## src/rtl/sram_arb_pkg.sv

```systemverilog
// Shared types and limits for the multi-port SRAM arbiter: FSM state encoding,
// legal parameter ranges and the grant-index width helper.
package sram_arb_pkg;

  typedef enum logic [1:0] {
    IDLE   = 2'd0,
    SETUP  = 2'd1,
    STROBE = 2'd2,
    HOLD   = 2'd3
  } state_e;

  localparam int NPORTS_MIN = 2;
  localparam int NPORTS_MAX = 4;
  localparam int WAIT_MIN   = 0;
  localparam int WAIT_MAX   = 3;

  // Ceiling log2, never less than 1 so a grant index always has at least one bit.
  function automatic int clog2(input int n);
    int r;
    r = 1;
    for (int i = 1; i < 31; i++) begin
      if ((1 << i) < n) r = i + 1;
    end
    return r;
  endfunction

endpackage

```

## src/rtl/arb_pick.sv

```systemverilog
// Combinational winner select. Both modes are one circular search; fixed
// priority simply starts the search from port 0 every time.
module arb_pick #(
  parameter int NPORTS = 2,
  parameter int GW     = 1,
  parameter int RR     = 0
) (
  input  logic [NPORTS-1:0] req_i,
  input  logic [GW-1:0]     last_grant_i,
  output logic [GW-1:0]     grant_o,
  output logic              valid_o
);

  logic [GW-1:0] base;

  assign base = (RR != 0) ? last_grant_i : GW'(NPORTS - 1);

  // Walk from the farthest offset down to the nearest so the nearest requester wins.
  always_comb begin
    grant_o = '0;
    valid_o = 1'b0;
    for (int k = NPORTS; k >= 1; k--) begin
      if (req_i[GW'((int'(base) + k) % NPORTS)]) begin
        grant_o = GW'((int'(base) + k) % NPORTS);
        valid_o = 1'b1;
      end
    end
  end

endmodule

```

## src/rtl/sram_arbiter.sv

```systemverilog
// NPORTS-way arbiter for one asynchronous SRAM. Each access is a fixed
// SETUP / STROBE(WAIT+1) / HOLD sequence ending in a one-cycle ack pulse.
module sram_arbiter
  import sram_arb_pkg::*;
#(
  parameter int AW     = 15,
  parameter int DW     = 8,
  parameter int NPORTS = 2,
  parameter int WAIT   = 1,
  parameter int RR     = 0
) (
  input  logic                 clk,
  input  logic                 rst,
  input  logic [NPORTS-1:0]    req,
  input  logic [NPORTS-1:0]    we,
  input  logic [NPORTS*AW-1:0] addr_in,
  input  logic [NPORTS*DW-1:0] wdata_in,
  output logic [NPORTS-1:0]    ack,
  output logic [DW-1:0]        rdata,
  output logic [AW-1:0]        sram_addr,
  input  logic [DW-1:0]        sram_din,
  output logic [DW-1:0]        sram_dout,
  output logic                 ena,
  output logic                 noe,
  output logic                 nwe,
  output logic                 busy
);

  localparam int GW = clog2(NPORTS);

  if (NPORTS < NPORTS_MIN || NPORTS > NPORTS_MAX) begin : g_bad_nports
    $error("sram_arbiter: NPORTS must be within 2..4");
  end
  if (WAIT < WAIT_MIN || WAIT > WAIT_MAX) begin : g_bad_wait
    $error("sram_arbiter: WAIT must be within 0..3");
  end
  if (RR != 0 && RR != 1) begin : g_bad_rr
    $error("sram_arbiter: RR must be 0 or 1");
  end

  state_e              state_q;
  logic [1:0]          cnt_q;
  logic [GW-1:0]       grant_q;
  logic [GW-1:0]       last_grant_q;
  logic                we_q;
  logic [NPORTS-1:0]   ack_q;
  logic [DW-1:0]       rdata_q;
  logic [AW-1:0]       sram_addr_q;
  logic [DW-1:0]       sram_dout_q;
  logic                ena_q;
  logic                noe_q;
  logic                nwe_q;

  logic [GW-1:0]       pick_idx;
  logic                pick_valid;
  logic [AW-1:0]       addr_arr  [NPORTS];
  logic [DW-1:0]       wdata_arr [NPORTS];

  for (genvar i = 0; i < NPORTS; i++) begin : g_split
    assign addr_arr[i]  = addr_in[i*AW +: AW];
    assign wdata_arr[i] = wdata_in[i*DW +: DW];
  end

  arb_pick #(
    .NPORTS (NPORTS),
    .GW     (GW),
    .RR     (RR)
  ) u_pick (
    .req_i        (req),
    .last_grant_i (last_grant_q),
    .grant_o      (pick_idx),
    .valid_o      (pick_valid)
  );

  // Handshake: a port holds req/we/addr/wdata stable while req is high; req is
  // only sampled in IDLE, and ack is a single-cycle pulse in HOLD.
  always_ff @(posedge clk) begin
    if (rst) begin
      state_q      <= IDLE;
      cnt_q        <= 2'd0;
      grant_q      <= '0;
      last_grant_q <= GW'(NPORTS - 1);
      we_q         <= 1'b0;
      ack_q        <= '0;
      rdata_q      <= '0;
      sram_addr_q  <= '0;
      sram_dout_q  <= '0;
      ena_q        <= 1'b0;
      noe_q        <= 1'b1;
      nwe_q        <= 1'b1;
    end else begin
      ack_q <= '0;
      case (state_q)
        IDLE: begin
          if (pick_valid) begin
            grant_q      <= pick_idx;
            last_grant_q <= pick_idx;
            we_q         <= we[pick_idx];
            sram_addr_q  <= addr_arr[pick_idx];
            ena_q        <= we[pick_idx];
            if (we[pick_idx]) sram_dout_q <= wdata_arr[pick_idx];
            state_q      <= SETUP;
          end
        end
        SETUP: begin
          cnt_q   <= 2'd0;
          noe_q   <= we_q;
          nwe_q   <= ~we_q;
          state_q <= STROBE;
        end
        STROBE: begin
          if (cnt_q == 2'(WAIT)) begin
            noe_q          <= 1'b1;
            nwe_q          <= 1'b1;
            if (!we_q) rdata_q <= sram_din;
            ack_q[grant_q] <= 1'b1;
            state_q        <= HOLD;
          end else begin
            cnt_q <= cnt_q + 2'd1;
          end
        end
        HOLD: begin
          // Address and write data stay put; only the bus driver is released.
          ena_q   <= 1'b0;
          state_q <= IDLE;
        end
        default: state_q <= IDLE;
      endcase
    end
  end

  assign ack       = ack_q;
  assign rdata     = rdata_q;
  assign sram_addr = sram_addr_q;
  assign sram_dout = sram_dout_q;
  assign ena       = ena_q;
  assign noe       = noe_q;
  assign nwe       = nwe_q;
  assign busy      = (state_q != IDLE);

endmodule

```

## config.mk

```make
export PLATFORM = sky130hd
export DESIGN_NAME = sram_arbiter
export DESIGN_NICKNAME = d
export VERILOG_FILES = /design/src/rtl/sram_arb_pkg.sv /design/src/rtl/arb_pick.sv /design/src/rtl/sram_arbiter.sv
export SDC_FILE = /design/constraint.sdc
export NUM_CORES = 1
export LEC_CHECK = 0
export ABC_AREA = 1
export CAP_MARGIN = 20
export CORE_ASPECT_RATIO = 1.1
export CORE_UTILIZATION = 38
export CTS_BUF_LIST = sky130_fd_sc_hd__clkbuf_2
export DETAILED_ROUTE_END_ITERATION = 8
export PLACE_DENSITY = 0.91
export SKIP_CTS_REPAIR_TIMING = 1
export SYNTH_ARGS = -nofsm -noshare
export SYNTH_HDL_FRONTEND = slang
export SYNTH_SLANG_ARGS = --single-unit
```

## constraint.sdc

```tcl
create_clock -name clk -period 1.8 [get_ports clk]
set_input_delay 0.36 -clock clk [delete_from_list [all_inputs] [get_ports clk]]
set_output_delay 0.36 -clock clk [all_outputs]
set_load 0.03 [all_outputs]
```

# After elaboration in Yosys (flattened, before gate mapping)
# Index checks and enable logic that the tools add are counted.
# totals
in_bits,60
ff_bits,42
# classes
bitwise,4
mux,22
eq_ne,7
magnitude_cmp,4
addsub,1
reduce_logical,13
# op_table
cell,n
15-bit two-way mux,3
8-bit two-way mux,3
2-bit AND reduction,5
2-bit one-hot mux with 4 select lines,1
1-bit two-way mux,7
2-bit two-way mux,3
2-bit != test (second input constant),3
1-bit one-hot mux with 2 select lines,3
3-bit AND reduction,2
2-bit nonzero test,3
2-bit by 1-bit equality test with 1-bit output (second input constant),2
2-bit equality test (second input constant),2
1-bit by 2-bit < comparator with 1-bit output (second input constant),2
2-bit one-hot mux with 2 select lines,1
1-bit NOT,3
3-bit OR reduction,1
2-bit by 1-bit adder with 2-bit output (second input constant),1
2-bit >= comparator (second input constant),1
2-bit zero test,1
1-bit NOT with 2-bit output,1
1-bit demux with 1-bit select,1
1-bit >= comparator (second input constant),1
1-bit logical AND,1

# Logic depth before layout (Yosys ltp)
# logic_depth
word_depth,5
mapped_depth,7
ltp_nobuf,7

# By module
# From an unflattened synthesis, not the netlist that was laid out.
# unflattened
hier_cells,296
area_unflattened_um2,2078.2
# by_module_without_submodules
module,seq_area_each_um2,cells_each,n_inst,area_each_um2
sram_arbiter,860.8,292,1,2055.7
arb_pick,0.0,4,1,22.5

# Worst setup path before layout
# OpenSTA, ideal clock, no wires.
# synth_timing
path_kind,reg2out
start,reg state_q[0]
end,out busy
n_path_buf,1
arrival_time_ns,1.097
stages_incl_launch_ff,5
path_slack_ns,0.343
path_cell_list,dfxtp_1 -> inv_1 -> ha_1 -> inv_2 -> buf_2
# synth_via
elab_chain_cells,1
# synth_lines
item,line,text
from (decl),sram_arbiter.sv:41,state_e state_q;
from (signal assigned),sram_arbiter.sv:79,state_q <= IDLE;
from (signal assigned),sram_arbiter.sv:102,state_q <= SETUP;
from (signal assigned),sram_arbiter.sv:109,state_q <= STROBE;
2-bit nonzero test,sram_arbiter.sv:139,assign busy = (state_q != IDLE);
to (decl),sram_arbiter.sv:26,output logic busy
# Every way passes these cells.

# Final worst setup path
# layout_timing
start,reg ack_q[0] (netlist: ack[0])
end,out ack[0]
# layout_rtl
item,line,text
from (decl),sram_arbiter.sv:46,logic [NPORTS-1:0] ack_q;
from (signal assigned),sram_arbiter.sv:84,ack_q <= '0;
from (signal assigned),sram_arbiter.sv:92,ack_q <= '0;
"from (signal, indexed assignment)",sram_arbiter.sv:116,ack_q[grant_q] <= 1'b1;
to (decl),sram_arbiter.sv:18,"output logic [NPORTS-1:0] ack,"
# No word-level cell between the ends.

==> summary.md <==
| Metric | Value |
|---|---|
| Die width | 64.55 microns |
| DR pass1 iterations | 4 |
| DRC marker count from the first detailed-route iteration | 78 |
| WL final | 3.890 mm |
| Clock share of power | 8.9% |
| Total track usage | 17.64% |
| Inserted Diodes | 0 |
| # H-tree levels | 2 |
| Worst Path Class, Setup | reg -> out |
| First-pass GRT wire length | 6.306 mm |
| MaxCap Viol Count | 0 |
| FF/Latch Area | 803.3 sq um |
| Leak Pwr | 1.583 nW |
| Crit-path slowest cell | clkdlybuf4s50_1 |
| Post-synth cell types | 19 |
| Final hold vios | 0 |
| Area Growth Syn to Fin | 52.79% |
| Largest net degree at the start of global routing | 39 |
| NetSw | 1.646 mW |
| Non-filler cells, final | 345 |
| Via count | 1586 |
| Num rows | 24 |
| Multi-input logic area | 703.2 sq um |
| Root Driver | clkbuf_2 |
| Status | finished, final reports clean |
| #FFs+latches synth | 40 |
| Drt drc | 0 |
| Die ar. | 4570 sq um |
| Syn nets | 292 |
| CTS Buffer Depth | 2 |
| Initial core utilization | 40.34% |
| Core box area | 4054 sq um |
| Post-layout util | 61.64% |
| Pwr dens | 1470 nW/um^2 |
| Worst path cell trace | clkdlybuf4s50_1 |
| Wire length per cell | 11.28 microns |
| DP HPWL | 2.819 mm |
| Placed cells | 340 |
| CP peak stage delay | 0.65 ns |
| Antenna viol nets, final | 0 |
| WP data arrival | 1.36 ns |
| Sw frac | 44.82% |
| Post-synth top area cell | dfxtp_1 |
| Commonest non-fill, non-tap cell in the layout | nor2_1 |
| Number of buffer and inverter stages on the critical path | 1 |
| CP top delay family | buffers and inverters |
| Tcrit/Tclk final | 95.28% |
| Syn avg cell area | 7.301 sq um |
| Total Nets Final | 363 |
| Worst Hold Class | reg -> reg |
| Share of cells above drive strength 1 | 5.802% |
| Clk_skew | 0.008867 ns |
| Vias in the first global route | 1492 |
| Cell count after synthesis | 224 |
| Clk_lat worst skew | 0.36 ns |
| Peak supply drop | 0.9806 mV |
| Height of the die | 70.80 microns |
| Mapped Area | 1635 sq um |
| CP Capture Type | output port |
| Initial antenna violation count | 0 |
| Via density | 4.597 |
| Final setup violating endpoints | 0 |
| CTS tree | yes |
| Req. time, crit path | 1.44 ns |
| CP max FO | 1 |
| Total grt overflow | 0 |
| Fill cells | 366 |
| RePlAce Congestion | 0.8152 |
| Logic gate share of total power | 55.6% |
| RSZ-0062 raised after global routing | no |
| CTS Buf Count | 5 |
| Top-area cell type share of the netlist area | 48.97% |
| Minimum clock period | 1.715 ns |
| Max-slew violation count | 0 |
| Sequential share of power | 35.5% |
| Yosys warning count | 0 |
| Area contributors post-synth | dfxtp_1 (49%), nor2_1 (16%), nand2_1 (7.8%) |
| CP Launch Type | flop |
| Clock sinks | 40 |
| FMAX | 0.5831 GHz |
| IO Count | 97 |
| Setup slack, reg-to-reg | 0.38 ns |
| PortBufs | 69 |
| Most frequent cells in the layout | nor2_1 (71), dfxtp_1 (38), nand2_1 (34), clkdlybuf4s50_1 (34), dlymetal6s2s_1 (34) |
| Post-synthesis sequential area ratio | 48.97% |
| P_int | 2.027 mW |
| CTS clock-pin slew for the worst setup and hold paths | 0.17 ns |
## final timing paths
kind / to / from / cells after the start
worst min-delay path: noe / noe / 2
worst max-delay path: ack[0] / ack[0] / 1
worst min register to register: noe / noe / 2
worst max register to register: rdata[6] / state_q[0] / 5
## layer usage
layer | GRT usage, % | vias to the layer above | routed length [microns]
met2 | 31.58 | 43 | 2004
met3 | 4.355 | 6 | 144
met4 | 9.383 | 0 | 73
met1 | 18.86 | 718 | 1667
li1 | - | 819 | -
met5 | 0 | - | 0
## per-stage QoR
step,power [mW],TNS (ns),setup slack (ns),area (sq um),hold WS [ns]
floorplan,2.585,0,0.3427,1635,0.4291
global placement,3.286,0,0.3878,2374,0.4444
detailed placement,3.368,0,0.3585,2374,0.4459
CTS,3.706,-0.1219,-0.05639,2399,0.4831
global route,3.955,0,0.01462,2499,0.5001
finish,3.674,0,0.08497,2499,0.4738
## cell families (layout without fill, tap and decap cells)
group / count (synthesis) / in the layout / share of synthesized area, %
other: 1 / 1 / 0.2293
adder cells (fa/ha/maj): 8 / 8 / 6.121
buffers and inverters: 33 / 102 / 8.798
AO/OA/AOI/OAI: 30 / 30 / 9.181
flip-flops: 40 / 40 / 48.97
AND/OR/NAND/NOR: 112 / 112 / 26.70
## power groups by stage
stage / logic [mW] / clock network (mW) / registers [mW]
final: 2.04 / 0.327 / 1.31
after global routing: 2.23 / 0.378 / 1.34
after CTS: 2.05 / 0.350 / 1.31
after detailed placement: 2.04 / 0 / 1.33
after global placement: 1.98 / 0 / 1.31
after floorplan: 0.845 / 0 / 1.74
## final cells by class
| cell class | instances | share of cell area, % |
|---|---|---|
| clock buffers | 5 | 1.002 |
| inverters | 25 | 3.756 |
| multi-input cells | 151 | 28.14 |
| flip-flops and latches | 40 | 32.15 |
| well taps | 52 | 2.604 |
| repair buffers | 72 | 32.35 |
## cells in the mapped netlist
cell	number
nor2_1	71
dfxtp_1	40
nand2_1	34
o21ai_0	25
inv_1	23
ha_1	8
a21oi_1	4
nand3_1	4
buf_2	3
buf_4	2
inv_2	2
buf_6	1
clkbuf_1	1
clkbuf_2	1
conb_1	1
nand2_2	1
nand3_2	1
o21ai_1	1
or2_2	1
## worst register-to-register path: stages, from the launching register on
cell     delay (ns)
dfxtp_2        0.37
inv_1          0.15
ha_1           0.28
nand3_2        0.29
nor2_1         0.18
nor2_1         0.06
## registers in the layout, indices dropped and copies added (netlist names)
name	flops
sram_addr	15
sram_dout	8
rdata	8
cnt_q	2
we_q	1
nwe	1
ack	1
ena	1
noe	1
state_q	2
Note: power is estimated with default switching activity, not from simulation.
